## config.mk

```make
export PLATFORM = sky130hd
export DESIGN_NAME = imem_dmem_port_arbiter
export DESIGN_NICKNAME = d
export VERILOG_FILES = /design/src/rtl/imem_dmem_port_arbiter.sv
export SDC_FILE = /design/constraint.sdc
export NUM_CORES = 1
export LEC_CHECK = 0
export ABC_CLOCK_PERIOD_IN_PS = 2800
export BUFFER_PORTS_ARGS = -buffer_cell sky130_fd_sc_hd__buf_2
export CORE_AREA = 5 5 122 124
export DETAILED_ROUTE_END_ITERATION = 8
export DIE_AREA = 0 0 127 129
export GPL_TIMING_DRIVEN = 0
export MAX_ROUTING_LAYER = met4
export PLACE_DENSITY_LB_ADDON = 0.1
export SYNTH_ARGS = -nofsm -noshare
export SYNTH_HDL_FRONTEND = slang
export SYNTH_SLANG_ARGS = --single-unit
```

## constraint.sdc

```tcl
create_clock -name clk -period 2.8 [get_ports clk]
set_clock_uncertainty 0.2 [all_clocks]
set_input_delay 0.42 -clock clk [delete_from_list [all_inputs] [get_ports clk]]
set_output_delay 0.42 -clock clk [all_outputs]
set_load 0.05 [all_outputs]
```

## src/rtl/imem_dmem_port_arbiter.sv

```systemverilog
// Arbitrates one ack-based memory bus between instruction fetch and data access.
// Data wins ties; stall_pipl holds the pipeline until every pending requester is served.
module imem_dmem_port_arbiter #(
    parameter int ADDR_W      = 32,
    parameter int DATA_W      = 32,
    parameter int TIMEOUT_CYC = 255
) (
    input  logic                clk,
    input  logic                reset,
    input  logic                if_req_i,
    input  logic [ADDR_W-1:0]   if_addr_i,
    output logic [DATA_W-1:0]   if_rdata_o,
    output logic                if_valid_o,
    input  logic                dm_req_i,
    input  logic                dm_we_i,
    input  logic [DATA_W/8-1:0] dm_sel_i,
    input  logic [ADDR_W-1:0]   dm_addr_i,
    input  logic [DATA_W-1:0]   dm_wdata_i,
    output logic [DATA_W-1:0]   dm_rdata_o,
    output logic                dm_valid_o,
    output logic                bus_cyc_o,
    output logic                bus_stb_o,
    output logic                bus_we_o,
    output logic [DATA_W/8-1:0] bus_sel_o,
    output logic [ADDR_W-1:0]   bus_addr_o,
    output logic [DATA_W-1:0]   bus_wdata_o,
    input  logic [DATA_W-1:0]   bus_rdata_i,
    input  logic                bus_ack_i,
    input  logic                bus_err_i,
    output logic                stall_pipl,
    output logic                bus_fault_o
);

    localparam int SEL_W = DATA_W / 8;
    localparam logic [9:0] TO_LAST = 10'(TIMEOUT_CYC - 1);

    typedef enum logic [1:0] {IDLE, DATA, INSTR} state_t;

    state_t      state, state_nxt;
    logic        if_done, dm_done;
    logic [9:0]  tcnt;
    logic        if_pend, dm_pend;
    logic        timeout, complete, fail;

    assign if_pend    = if_req_i & ~if_done;
    assign dm_pend    = dm_req_i & ~dm_done;
    assign stall_pipl = if_pend | dm_pend;
    assign bus_stb_o  = bus_cyc_o;

    // tcnt == TO_LAST marks the TIMEOUT_CYC-th cycle spent waiting on the slave
    assign timeout  = (tcnt == TO_LAST);
    assign complete = (state != IDLE) & (bus_ack_i | bus_err_i | timeout);
    assign fail     = bus_err_i | timeout;

    always_comb begin
        state_nxt = state;
        case (state)
            IDLE: begin
                if (dm_pend)      state_nxt = DATA;
                else if (if_pend) state_nxt = INSTR;
            end
            DATA, INSTR: begin
                if (complete) state_nxt = IDLE;
            end
            default: state_nxt = IDLE;
        endcase
    end

    always_ff @(posedge clk) begin
        if (reset) begin
            state       <= IDLE;
            if_done     <= 1'b0;
            dm_done     <= 1'b0;
            tcnt        <= '0;
            bus_cyc_o   <= 1'b0;
            bus_we_o    <= 1'b0;
            bus_sel_o   <= '0;
            bus_addr_o  <= '0;
            bus_wdata_o <= '0;
            if_rdata_o  <= '0;
            dm_rdata_o  <= '0;
            if_valid_o  <= 1'b0;
            dm_valid_o  <= 1'b0;
            bus_fault_o <= 1'b0;
        end else begin
            state       <= state_nxt;
            if_valid_o  <= 1'b0;
            dm_valid_o  <= 1'b0;
            bus_fault_o <= 1'b0;
            // pipeline advanced: forget what was served; a completion below overrides
            if (!stall_pipl) begin
                if_done <= 1'b0;
                dm_done <= 1'b0;
            end
            case (state)
                IDLE: begin
                    tcnt <= '0;
                    if (dm_pend) begin
                        bus_cyc_o   <= 1'b1;
                        bus_we_o    <= dm_we_i;
                        bus_sel_o   <= dm_sel_i;
                        bus_addr_o  <= dm_addr_i;
                        bus_wdata_o <= dm_wdata_i;
                    end else if (if_pend) begin
                        bus_cyc_o   <= 1'b1;
                        bus_we_o    <= 1'b0;
                        bus_sel_o   <= {SEL_W{1'b1}};
                        bus_addr_o  <= if_addr_i;
                        bus_wdata_o <= '0;
                    end
                end
                default: begin
                    if (complete) begin
                        bus_cyc_o   <= 1'b0;
                        bus_fault_o <= fail;
                        if (state == DATA) begin
                            dm_valid_o <= 1'b1;
                            dm_done    <= 1'b1;
                            dm_rdata_o <= fail ? '0 : bus_rdata_i;
                        end else begin
                            if_valid_o <= 1'b1;
                            if_done    <= 1'b1;
                            if_rdata_o <= fail ? '0 : bus_rdata_i;
                        end
                    end else begin
                        tcnt <= tcnt + 10'd1;
                    end
                end
            endcase
        end
    end

endmodule

```

Yosys cells after proc, flatten, opt, wreduce, memory -nomap -nowiden

Index checks and enable logic that the tools add are counted.

Register bits: 151
Input port bits: 139
Output and inout port bits: 139
Word-level logic and storage cells: 71

Add/subtract/negate cells: 1
Equal/unequal tests: 5
Mux-type cells: 27
Bitwise operators: 12
Reduce and logical (&&, ||, !) cells: 12

Operators by type and width:

| operator                                                          | number |
|---|---|
| 32-bit 2-to-1 mux                                                 | 5 |
| 1-bit 2-to-1 mux                                                  | 16 |
| 10-bit by 1-bit adder with 10-bit output (second input constant)  | 1 |
| 10-bit by 8-bit == test with 1-bit output (second input constant) | 1 |
| 4-bit 2-to-1 mux                                                  | 2 |
| 2-bit 2-to-1 mux                                                  | 3 |
| 2-bit AND reduction                                               | 3 |
| 3-bit AND reduction                                               | 2 |
| 2-bit nonzero test                                                | 3 |
| 1-bit NOT                                                         | 5 |
| 1-bit bitwise OR                                                  | 4 |
| 2-bit case mux with 2 select lines                                | 1 |
| 2-bit OR reduction                                                | 2 |
| 1-bit AND                                                         | 3 |
| 3-bit inequality test (second input constant)                     | 1 |
| 3-bit OR reduction                                                | 1 |
| 2-bit by 1-bit == test with 1-bit output (second input constant)  | 1 |
| 2-bit == test (second input constant)                             | 1 |
| 2-bit logical NOT                                                 | 1 |
| 2-bit inequality test (second input constant)                     | 1 |

Logic depth before layout (Yosys ltp)

Gate-level depths: netlist (run 1).

Depth after elaboration: 7
Gate-level depth with buffers: 9
Mapped depth without buffers: 6

Least setup slack after synthesis (run 1)

Ideal clock, no wire load.

Path kind: register to register
From: register tcnt[0]
To: register dm_rdata_o[0]
Setup time: 0.059 ns
Data arrival time: 1.677 ns
Required time: 2.541 ns
Path slack: 0.864 ns
Stages on the path, launching flop included: 8
Buffers on the path: 1
Clock period less this slack: 1.936 ns
Path through: dfxtp_1 > inv_1 > ha_1 > nand4b_2 > nor3_1 > nor3_2 > clkbuf_1 > a31o_1

Longest elaborated chain between the ends: 4
Elaborated cells between the ends (all ways): 6
Those cells by class: 1 x eq/ne; 1 x mux; 3 x bitwise; 1 x reduce/logical

Ends and longest elaborated chain:

| item                                        | RTL line | text |
|---|---|---|
| start: declaration                          | 41       | `logic [9:0] tcnt;` |
| start signal: assignment                    | 126      | `tcnt <= tcnt + 10'd1;` |
| 10-bit by 8-bit == test with 1-bit output * | 51       | `assign timeout = (tcnt == TO_LAST);` |
| 1-bit bitwise OR                            | 52       | `assign complete = (state != IDLE) & (bus_ack_i \| bus_err_i \| timeout);` |
| 1-bit AND                                   | 52       |  |
| 3-bit AND reduction (no source line)        | n/a      |  |
| end signal: assignment                      | 119      | `dm_rdata_o <= fail ? '0 : bus_rdata_i;` |
| end: declaration                            | 19       | `output logic [DATA_W-1:0] dm_rdata_o,` |

Mark *: on every way between the ends. The rest lies on a longest branch, timed or not.
A chain may end at the register's enable or synchronous reset.

Worst setup path after layout (run 1)

From: register tcnt[0]
To: register dm_rdata_o[15]

Same word-level chain as after synthesis.

==> results.toml, run 1 <==
[synthesis]
synth_top_cell_by_area = "dfxtp_1"
synth_area_um2 = 6270
synth_area_leaders = "dfxtp_1 48%, a31o_1 8.7%, nand2b_1 6.6%"
async_reset_ff_share_pct = 0
yosys.area.top_type_share_pct = 48.2
syn_area_per_cell_um2 = 8.84
synthFlopType = "dfxtp_1"
ys_seq_elements = 151
ys_seq_area_share_pct = 48.2
synth_nets = 853
ys_warn_count = 0
synth-edff-count = 0
syn_inst = 710
yosysUniqueCellTypes = 42

[detailed_routing]
drc = 0
routedWlPerCell_um = 16.7
routed_wirelength_mm = 20.0
ant_nets = 0
vias = 6304
drtPass1Iterations = 5
drt-initial-drc-count = 388
vias_per_cell = 5.26

[critical_path]
startpoint_type = "flop"
endpoint = "dm_rdata_o[15]"
max_stage_delay_ns = 0.55
r2r_end = "dm_rdata_o[15]"
path_cells = "inv_1 > ha_1 > nand4b_2 > nor3_1 > nor3_2 > clkbuf_1 > a31o_1"
slowest_stage = "nor3_2"
crit_start = "tcnt[0]"
r2r-start = "tcnt[0]"
end_kind = "flop"
rrSetupSlack_ns = 0.31
crit_required_ns = 2.96
rr_worst_depth = 7
critPathMaxFanout = 10
path_class = "reg -> reg"
crit_arrival_ns = 2.66

[timing]
clock.fmax_mhz = 401
finalSetupTns_ns = 0
period_share_pct = 89.0
slew_headroom_pct = 52.9
timing_hold_violations_final = 0
tightest_slew_ns = 0.703
slew_violations = 0
fin_hold_ws_ns = 0.0294
setup_viol_count_final = 0
fin_crit_ns = 2.49
rsz0062_at_grt = "false"

[cells_and_area]
post-route-util_pct = 62.0
areaGrowthSynthToFinish_pct = 35.0
postLayoutCellArea_um2 = 8470
drive_gt1_share_pct = 33.3
final_nets = 1148

[clocking]
cts_tree = "done"
cts.sinks = 151
holdBufCountCts = 0
clockRootBuffer = "clkbuf_16"
h-tree-depth = 4
post_cts_buffers = 0
path_clk_slew_ns = 0.06
numCtsBuffers = 17
clock_path_buffers = 2
clock_latency_ns = 0.42
cts_resized = 0

[grt]
grt_pass1_vias = 6004
grt_pass1_wl_mm = 31.0
grt_use_total_pct = 24.4
grt_max_degree = 17
antenna_found_initial = 1
grt_overflow = 0

[pwr]
power_switching_share_pct = 41.3
switchingPower_mw = 3.24
p_int_mw = 4.61
seqPwrFrac_pct = 33.7
irDropWorstVdd_mv = 0.462
p_clk_share_pct = 29.3
power_mw = 7.85
p_comb_share_pct = 37.0
leakagePower_nw = 3.92
pwr_density_cell_nw_per_um2 = 926

[die]
rows = 43
die_area_um2 = 16400
die_x_um = 127
initial_core_util_pct = 45.9
ios = 278
die_h_um = 129
fp.coreArea_um2 = 13700

[job]
cap_viol_max_count = 0

[place]
place_area_um2 = 7880
io_buffer_count = 276
dp_hpwl_mm = 15.0
gp_congestion = 0.845

[min_path]
hp-class = "in -> reg"

[run_status]
status = "complete, no violations"
==> power groups by stage <==
stage	Combinational (mW)	Clock, mW	Sequential (mW)
floorplan	1.06	0	3.75
global placement	2.91	0	2.68
detailed placement	2.91	0	2.68
CTS	2.92	2.34	2.64
global route	3.11	2.43	2.68
finish	2.90	2.30	2.64
==> cell families (layout without fill, tap and decap cells) <==
group                    count (synthesis)  count (layout)  synth area share, %
buffers and inverters                   75             383                 5.62
AND/OR/NAND/NOR                        259             259                 19.7
XOR/XNOR                                 1               1                0.140
multiplexers                             2               2                0.319
other                                    0               1                    0
adder cells (fa/ha/maj)                  4               4                0.798
flip-flops                             151             151                 48.2
AO/OA/AOI/OAI                          218             218                 25.2
==> how the worst min path moves through the flow <==
stage	start	to	slack, ns	depth (start not counted)
floorplan	tcnt[9]	tcnt[9]	0.24	2
global placement	if_done	if_done	0.26	2
detailed placement	dm_done	dm_done	0.26	2
CTS	bus_rdata_i[22]	dm_rdata_o[22]	0.02	2
global route	bus_rdata_i[22]	if_rdata_o[22]	0.03	2
finish	bus_rdata_i[22]	dm_rdata_o[22]	0.03	2
==> layer usage <==
layer / GRT usage [%] / vias up / routed length (µm)
met5: - / - / 0
met4: 8.33 / 0 / 456
met3: 7.39 / 31 / 1650
met2: 38.3 / 234 / 9430
met1: 30.1 / 2924 / 8470
li1: - / 3115 / -
==> sequential cells by signal, indices dropped and copies added (netlist names) <==
register / flops
bus_addr_o: 32
bus_wdata_o: 32
dm_rdata_o: 32
if_rdata_o: 32
tcnt: 10
bus_sel_o: 4
state: 2
bus_cyc_o: 1
bus_fault_o: 1
bus_we_o: 1
dm_done: 1
dm_valid_o: 1
if_done: 1
if_valid_o: 1
==> cell type report <==
cell class,instances,area (µm²)
tap,180,225
buffer,68,327
timing repair buffer,276,1380
clock inverter,13,156
sequential,151,3020
inverter,7,26.3
fill,1306,5190
antenna,1,2.50
clock buffer,19,433
multi-input combinational,484,2900
==> critical path, delay by kind of cell, from the launching register on <==
family / cells / cell delay, ns
AO/OA/AOI/OAI: 1 / 0.23
adder cells (fa/ha/maj): 1 / 0.23
buffers and inverters: 2 / 0.53
flip-flops: 1 / 0.45
AND/OR/NAND/NOR: 3 / 0.79
==> synth_stat cells, types with 2 or more instances <==
cell        n
dfxtp_1   151
nor2b_1     3
nand2b_1   66
a31o_1     62
or2_2       2
buf_6       3
inv_1       7
a21oi_1    73
buf_4       9
a311oi_1   32
o31ai_1     3
ha_1        4
clkbuf_1   43
o21ai_0     3
nor3_1      6
or3_1       3
nor2_1     88
buf_2      12
mux2i_1     2
a211oi_1    2
nand3_1     5
a31o_2      2
a22oi_1    33
or4_1       3
nand2_1    76
==> stage by stage <==
step                cells  setup WS, ns
global route         1199         0.122
floorplan             710         0.864
finish               1199         0.307
detailed placement   1166         0.331
CTS                  1198         0.311
global placement     1166         0.314
==> layout by cell type, fill, tap and decap left out, drive strengths merged, types with 3 or more instances in the layout <==
master	Yosys	routed
dfxtp	151	151
clkinv	0	5
or4	3	3
inv	7	7
nor2	88	88
o31ai	4	4
a31o	64	64
nor3	8	8
ha	4	4
buf	25	301
clkbuf	43	62
nand3	5	5
or3	3	3
nand2	76	76
bufinv	0	3
a22oi	33	33
o21ai	4	4
a311oi	32	32
clkinvlp	0	5
nor2b	3	3
nand2b	66	66
a21oi	73	73
Power figures use the tool's default switching activity.
==> run 2: changes to the inputs <==
--- a/config.mk
+++ b/config.mk
@@ -10,7 +10,7 @@
 export CORE_AREA = 5 5 122 124
 export DETAILED_ROUTE_END_ITERATION = 8
 export DIE_AREA = 0 0 127 129
-export GPL_TIMING_DRIVEN = 0
+export GPL_TIMING_DRIVEN = 1
 export MAX_ROUTING_LAYER = met4
 export PLACE_DENSITY_LB_ADDON = 0.1
 export SYNTH_ARGS = -nofsm -noshare
==> run 2 against run 1 <==
Effect of this change: via count fell by 2.4%; clock-buffer cell count did not move; worst hold slack improved by 0.0086 ns; wire length fell by 5.5%; largest power group unchanged.
==> results.toml, run 2 (synthesis gave the netlist of run 1 again) <==
[die]
fp.coreArea_um2 = 13700
ios = 278
rows = 43
die_h_um = 129
die_x_um = 127
initial_core_util_pct = 45.9
die_area_um2 = 16400

[clocking]
h-tree-depth = 4
clock_latency_ns = 0.41
numCtsBuffers = 17
clockRootBuffer = "clkbuf_16"
clock_path_buffers = 2
cts.sinks = 151
post_cts_buffers = 0
path_clk_slew_ns = 0.06
holdBufCountCts = 0
cts_tree = "done"
cts_resized = 0

[cells_and_area]
final_common_cell = "buf_2"
multi_input_comb_area_um2 = 2930
seq_area_um2 = 3020
nFillCells = 1215
final_nets = 1099
post-route-util_pct = 60.9
drive_gt1_share_pct = 35.1
areaGrowthSynthToFinish_pct = 32.7
most-common-layout-cells = "276 x buf_2, 151 x dfxtp_1, 86 x nor2_1"

[timing]
slew_headroom_pct = 55.4
rsz0062_at_grt = "false"
tightest_slew_ns = 0.668
timing_hold_violations_final = 0
clock.fmax_mhz = 432
setup_viol_count_final = 0
finalSetupTns_ns = 0
period_share_pct = 82.6
fin_crit_ns = 2.31
slew_violations = 0

[grt]
grt_overflow = 0
grt_pass1_wl_mm = 29.4
grt_pass1_vias = 5954
grt_max_degree = 70
antenna_found_initial = 1
grt_use_total_pct = 22.8

[critical_path]
cp_top_family = "buffers and inverters"
critPathMaxFanout = 69
end_kind = "flop"
rr_worst_depth = 7
max_stage_delay_ns = 0.50
path_class = "reg -> reg"
critPathBufInv = 3
crit_arrival_ns = 2.41
startpoint_type = "flop"
path_cells = "inv_1 > ha_1 > inv_1 > a21oi_4 > buf_12 > nor2_1 > a311oi_1"
crit_top_cell = "inv_1"
crit_required_ns = 2.90
slowest_stage = "ha_1"
worst-path-stages = 7

[pwr]
pwr_density_cell_nw_per_um2 = 932
leakagePower_nw = 3.88
irDropWorstVdd_mv = 0.552

[min_path]
min_delay_path_depth = 2
hp-class = "in -> reg"

[detailed_routing]
drt-initial-drc-count = 327
drtPass1Iterations = 5
routedWlPerCell_um = 16.5
vias = 6152
vias_per_cell = 5.36
drc = 0
routed_wirelength_mm = 18.9
ant_nets = 0

[place]
gp_congestion = 0.869
dp_hpwl_mm = 13.5
io_buffer_count = 277

[job]
cap_viol_max_count = 0

[run_status]
status = "complete, no violations"
-- run 2: area by class of cell --
type | instances | share of cell area, %
Sequential cell | 151 | 36.3
Antenna cell | 1 | 0.0301
Tap cell | 180 | 2.70
Multi-Input combinational cell | 484 | 35.2
Clock buffer | 19 | 5.44
Inverter | 7 | 0.316
Timing Repair Buffer | 295 | 18.5
Clock inverter | 10 | 1.56
-- run 2: final timing paths --
path / slack (ns) / start / end
worst max-delay path: 0.49 / state[1] / bus_addr_o[15]
worst max register to register: 0.49 / state[1] / bus_addr_o[15]
worst min-delay path: 0.04 / bus_rdata_i[18] / if_rdata_o[18]
worst min register to register: 0.27 / tcnt[9] / tcnt[9]
-- run 2: metal layers --
metal / vias to the layer above / GRT usage, % / share of wire [%]
met3: 40 / 6.27 / 7.7
met1: 2876 / 26.7 / 41
li1: 3009 / - / -
met5: - / - / 0
met2: 227 / 37.3 / 49
met4: 0 / 9.15 / 2.5
-- run 2: power by group --
group          switching, mW  internal, mW
Combinational           2.13         0.723
Clock                  0.841          1.42
Sequential             0.168          2.48
-- run 2: stage by stage --
step           instance area [µm²]  worst slack [ns]  total power, mW  cells  hold WS [ns]
3_5_place_dp                  7740             0.569             5.55   1117         0.264
3_3_place_gp                  7740             0.644             5.49   1117         0.256
2_1_floorplan                 6270             0.864             4.82    710         0.243
4_1_cts                       8320             0.552             7.83   1146        0.0179
6_report                      8330             0.487             7.76   1147        0.0379
5_1_grt                       8330             0.342             8.14   1147        0.0230
==> run 3: changes to the inputs <==
--- a/config.mk
+++ b/config.mk
@@ -5,7 +5,7 @@
 export SDC_FILE = /design/constraint.sdc
 export NUM_CORES = 1
 export LEC_CHECK = 0
-export ABC_CLOCK_PERIOD_IN_PS = 2800
+export ABC_CLOCK_PERIOD_IN_PS = 2200
 export BUFFER_PORTS_ARGS = -buffer_cell sky130_fd_sc_hd__buf_2
 export CORE_AREA = 5 5 122 124
 export DETAILED_ROUTE_END_ITERATION = 8
==> constraint.sdc (replaced) <==
create_clock -name clk -period 2.2 [get_ports clk]
set_clock_uncertainty 0.2 [all_clocks]
set_input_delay 0.33 -clock clk [delete_from_list [all_inputs] [get_ports clk]]
set_output_delay 0.33 -clock clk [all_outputs]
set_load 0.05 [all_outputs]
==> run 3 against run 2 <==
Effect of this change: core utilization up 11 points; via count up 14%; combinational power up 39%; register-to-register slack worse by 0.42 ns; wire length up 18%; largest cell class unchanged.
==> results.toml, run 3 (synthesis gave the netlist of run 1 again) <==
[grt]
grt-busiest-layer = "met2"
grt_overflow = 0
use_met2_pct = 45.0
use_met1_pct = 30.5
global_route.usage.met3_pct = 5.73
antenna_found_initial = 0
grt_max_degree = 65
grt_use_total_pct = 26.9
grt_pass1_vias = 7013
grt_pass1_wl_mm = 34.7

[clocking]
clockRootBuffer = "clkbuf_16"
clock_latency_ns = 0.42
path_clk_slew_ns = 0.06
clock_path_buffers = 2
cts.sinks = 151
cts_tree = "done"
numCtsBuffers = 17
h-tree-depth = 4

[detailed_routing]
drt-initial-drc-count = 465
routedWlPerCell_um = 17.2
vias_per_cell = 5.44
drtPass1Iterations = 6
drc = 0
ant_nets = 0
vias = 7027
routed_wirelength_mm = 22.2

[place]
dp_slack_ns = -0.0318
dp_hpwl_mm = 14.1
gp_congestion = 0.892
io_buffer_count = 277

[pwr]
power_switching_share_pct = 40.1
switchingPower_mw = 4.16
seqPwrFrac_pct = 32.6
p_comb_share_pct = 38.2
power_mw = 10.4
p_clk_share_pct = 29.3
p_int_mw = 6.22
leakagePower_nw = 4.52
pwr_density_cell_nw_per_um2 = 1050
irDropWorstVdd_mv = 0.594

[cells_and_area]
final_nets = 1243
antenna_cells = 0
nFillCells = 1003
final_common_cell = "buf_2"
areaGrowthSynthToFinish_pct = 57.1
drive_gt1_share_pct = 31.7
post-route-util_pct = 72.1
most-common-layout-cells = "276 x buf_2, 151 x dfxtp_1, 132 x dlygate4sd3_1"

[critical_path]
r2r_end = "tcnt[7]"
startpoint_type = "input port"
crit_required_ns = 2.34
rr_worst_depth = 8
end_kind = "flop"
crit_arrival_ns = 2.28
rrSetupSlack_ns = 0.07
crit_start = "bus_err_i"
path_class = "in -> reg"
critPathMaxFanout = 19
r2r-start = "tcnt[0]"

[timing]
rsz0062_at_grt = "true"
slew_headroom_pct = 52.1
fin_crit_ns = 2.14
fin_ws_ns = 0.0590
clock.fmax_mhz = 467
tightest_slew_ns = 0.717
slew_violations = 0
setup_viol_count_final = 0
timing_hold_violations_final = 0
period_share_pct = 97.3

[min_path]
hp-class = "in -> reg"
worst_hold_path.endpoint = "bus_addr_o[9]"
min_delay_path_depth = 3
min_from = "dm_addr_i[9]"

[die]
die_area_um2 = 16400
fp.coreArea_um2 = 13700
ios = 278
rows = 43
initial_core_util_pct = 45.9
die_h_um = 129
die_x_um = 127

[run_status]
status = "complete, no violations"

[job]
cap_viol_max_count = 0
[run 3: metal layers]
layer	part of all wire (%)	vias up
met5	0	-
li1	-	3293
met2	51	330
met1	39	3326
met3	6.6	78
met4	3.6	0
[run 3: power groups by stage]
stage | clock network, mW | logic [mW] | registers [mW]
floorplan | 0 | 1.35 | 4.78
global placement | 0 | 3.66 | 3.41
detailed placement | 0 | 3.74 | 3.43
CTS | 3.10 | 3.93 | 3.38
global route | 3.23 | 4.21 | 3.42
finish | 3.04 | 3.96 | 3.38
[run 3: worst max path at each step]
stage                      end  slack, ns  cells after the start
6_report               tcnt[7]       0.06                      8
5_1_grt                tcnt[7]      -0.06                      8
4_1_cts         bus_wdata_o[0]      -0.04                      6
3_5_place_dp   bus_wdata_o[12]      -0.03                      6
3_3_place_gp    bus_wdata_o[9]       0.12                      6
2_1_floorplan    dm_rdata_o[0]       0.26                      7
[run 3: per-stage QoR]
stage | TNS [ns] | hold slack [ns] | instance area, µm² | instances
after global placement | 0 | 0.251 | 7850 | 1127
after floorplan | 0 | 0.243 | 6270 | 710
after CTS | -0.295 | 0.00525 | 9800 | 1290
after detailed placement | -0.112 | 0.280 | 7850 | 1127
after global routing | -0.508 | 0.0164 | 9860 | 1292
final | 0 | 0.0199 | 9860 | 1292
[run 3: worst max-delay path, cell delays in order]
cell and delay [ns]:
dlygate4sd3_1 0.54, buf_2 0.17, nor2_4 0.14, o31ai_4 0.10
buf_4 0.16, clkbuf_16 0.17, or4_1 0.50, a21oi_1 0.17
[run 3: repair_timing]
item | CTS | global route
hold endpoints to repair | 133 | 0
resized for setup | 0 | 8
gates cloned | 0 | 1
endpoints found under the setup margin | 17 | 82
hold buffers | 132 | 0
buffers inserted | 0 | 1
[run 3: area by class of cell]
class	count	area (µm²)	area share [%]
inverters	7	26.3	0.267
multi-input cells	484	2940	29.9
clock inverters	11	175	1.78
repair buffers	439	3020	30.6
clock buffers	20	447	4.53
flip-flops and latches	151	3020	30.7
well taps	180	225	2.28
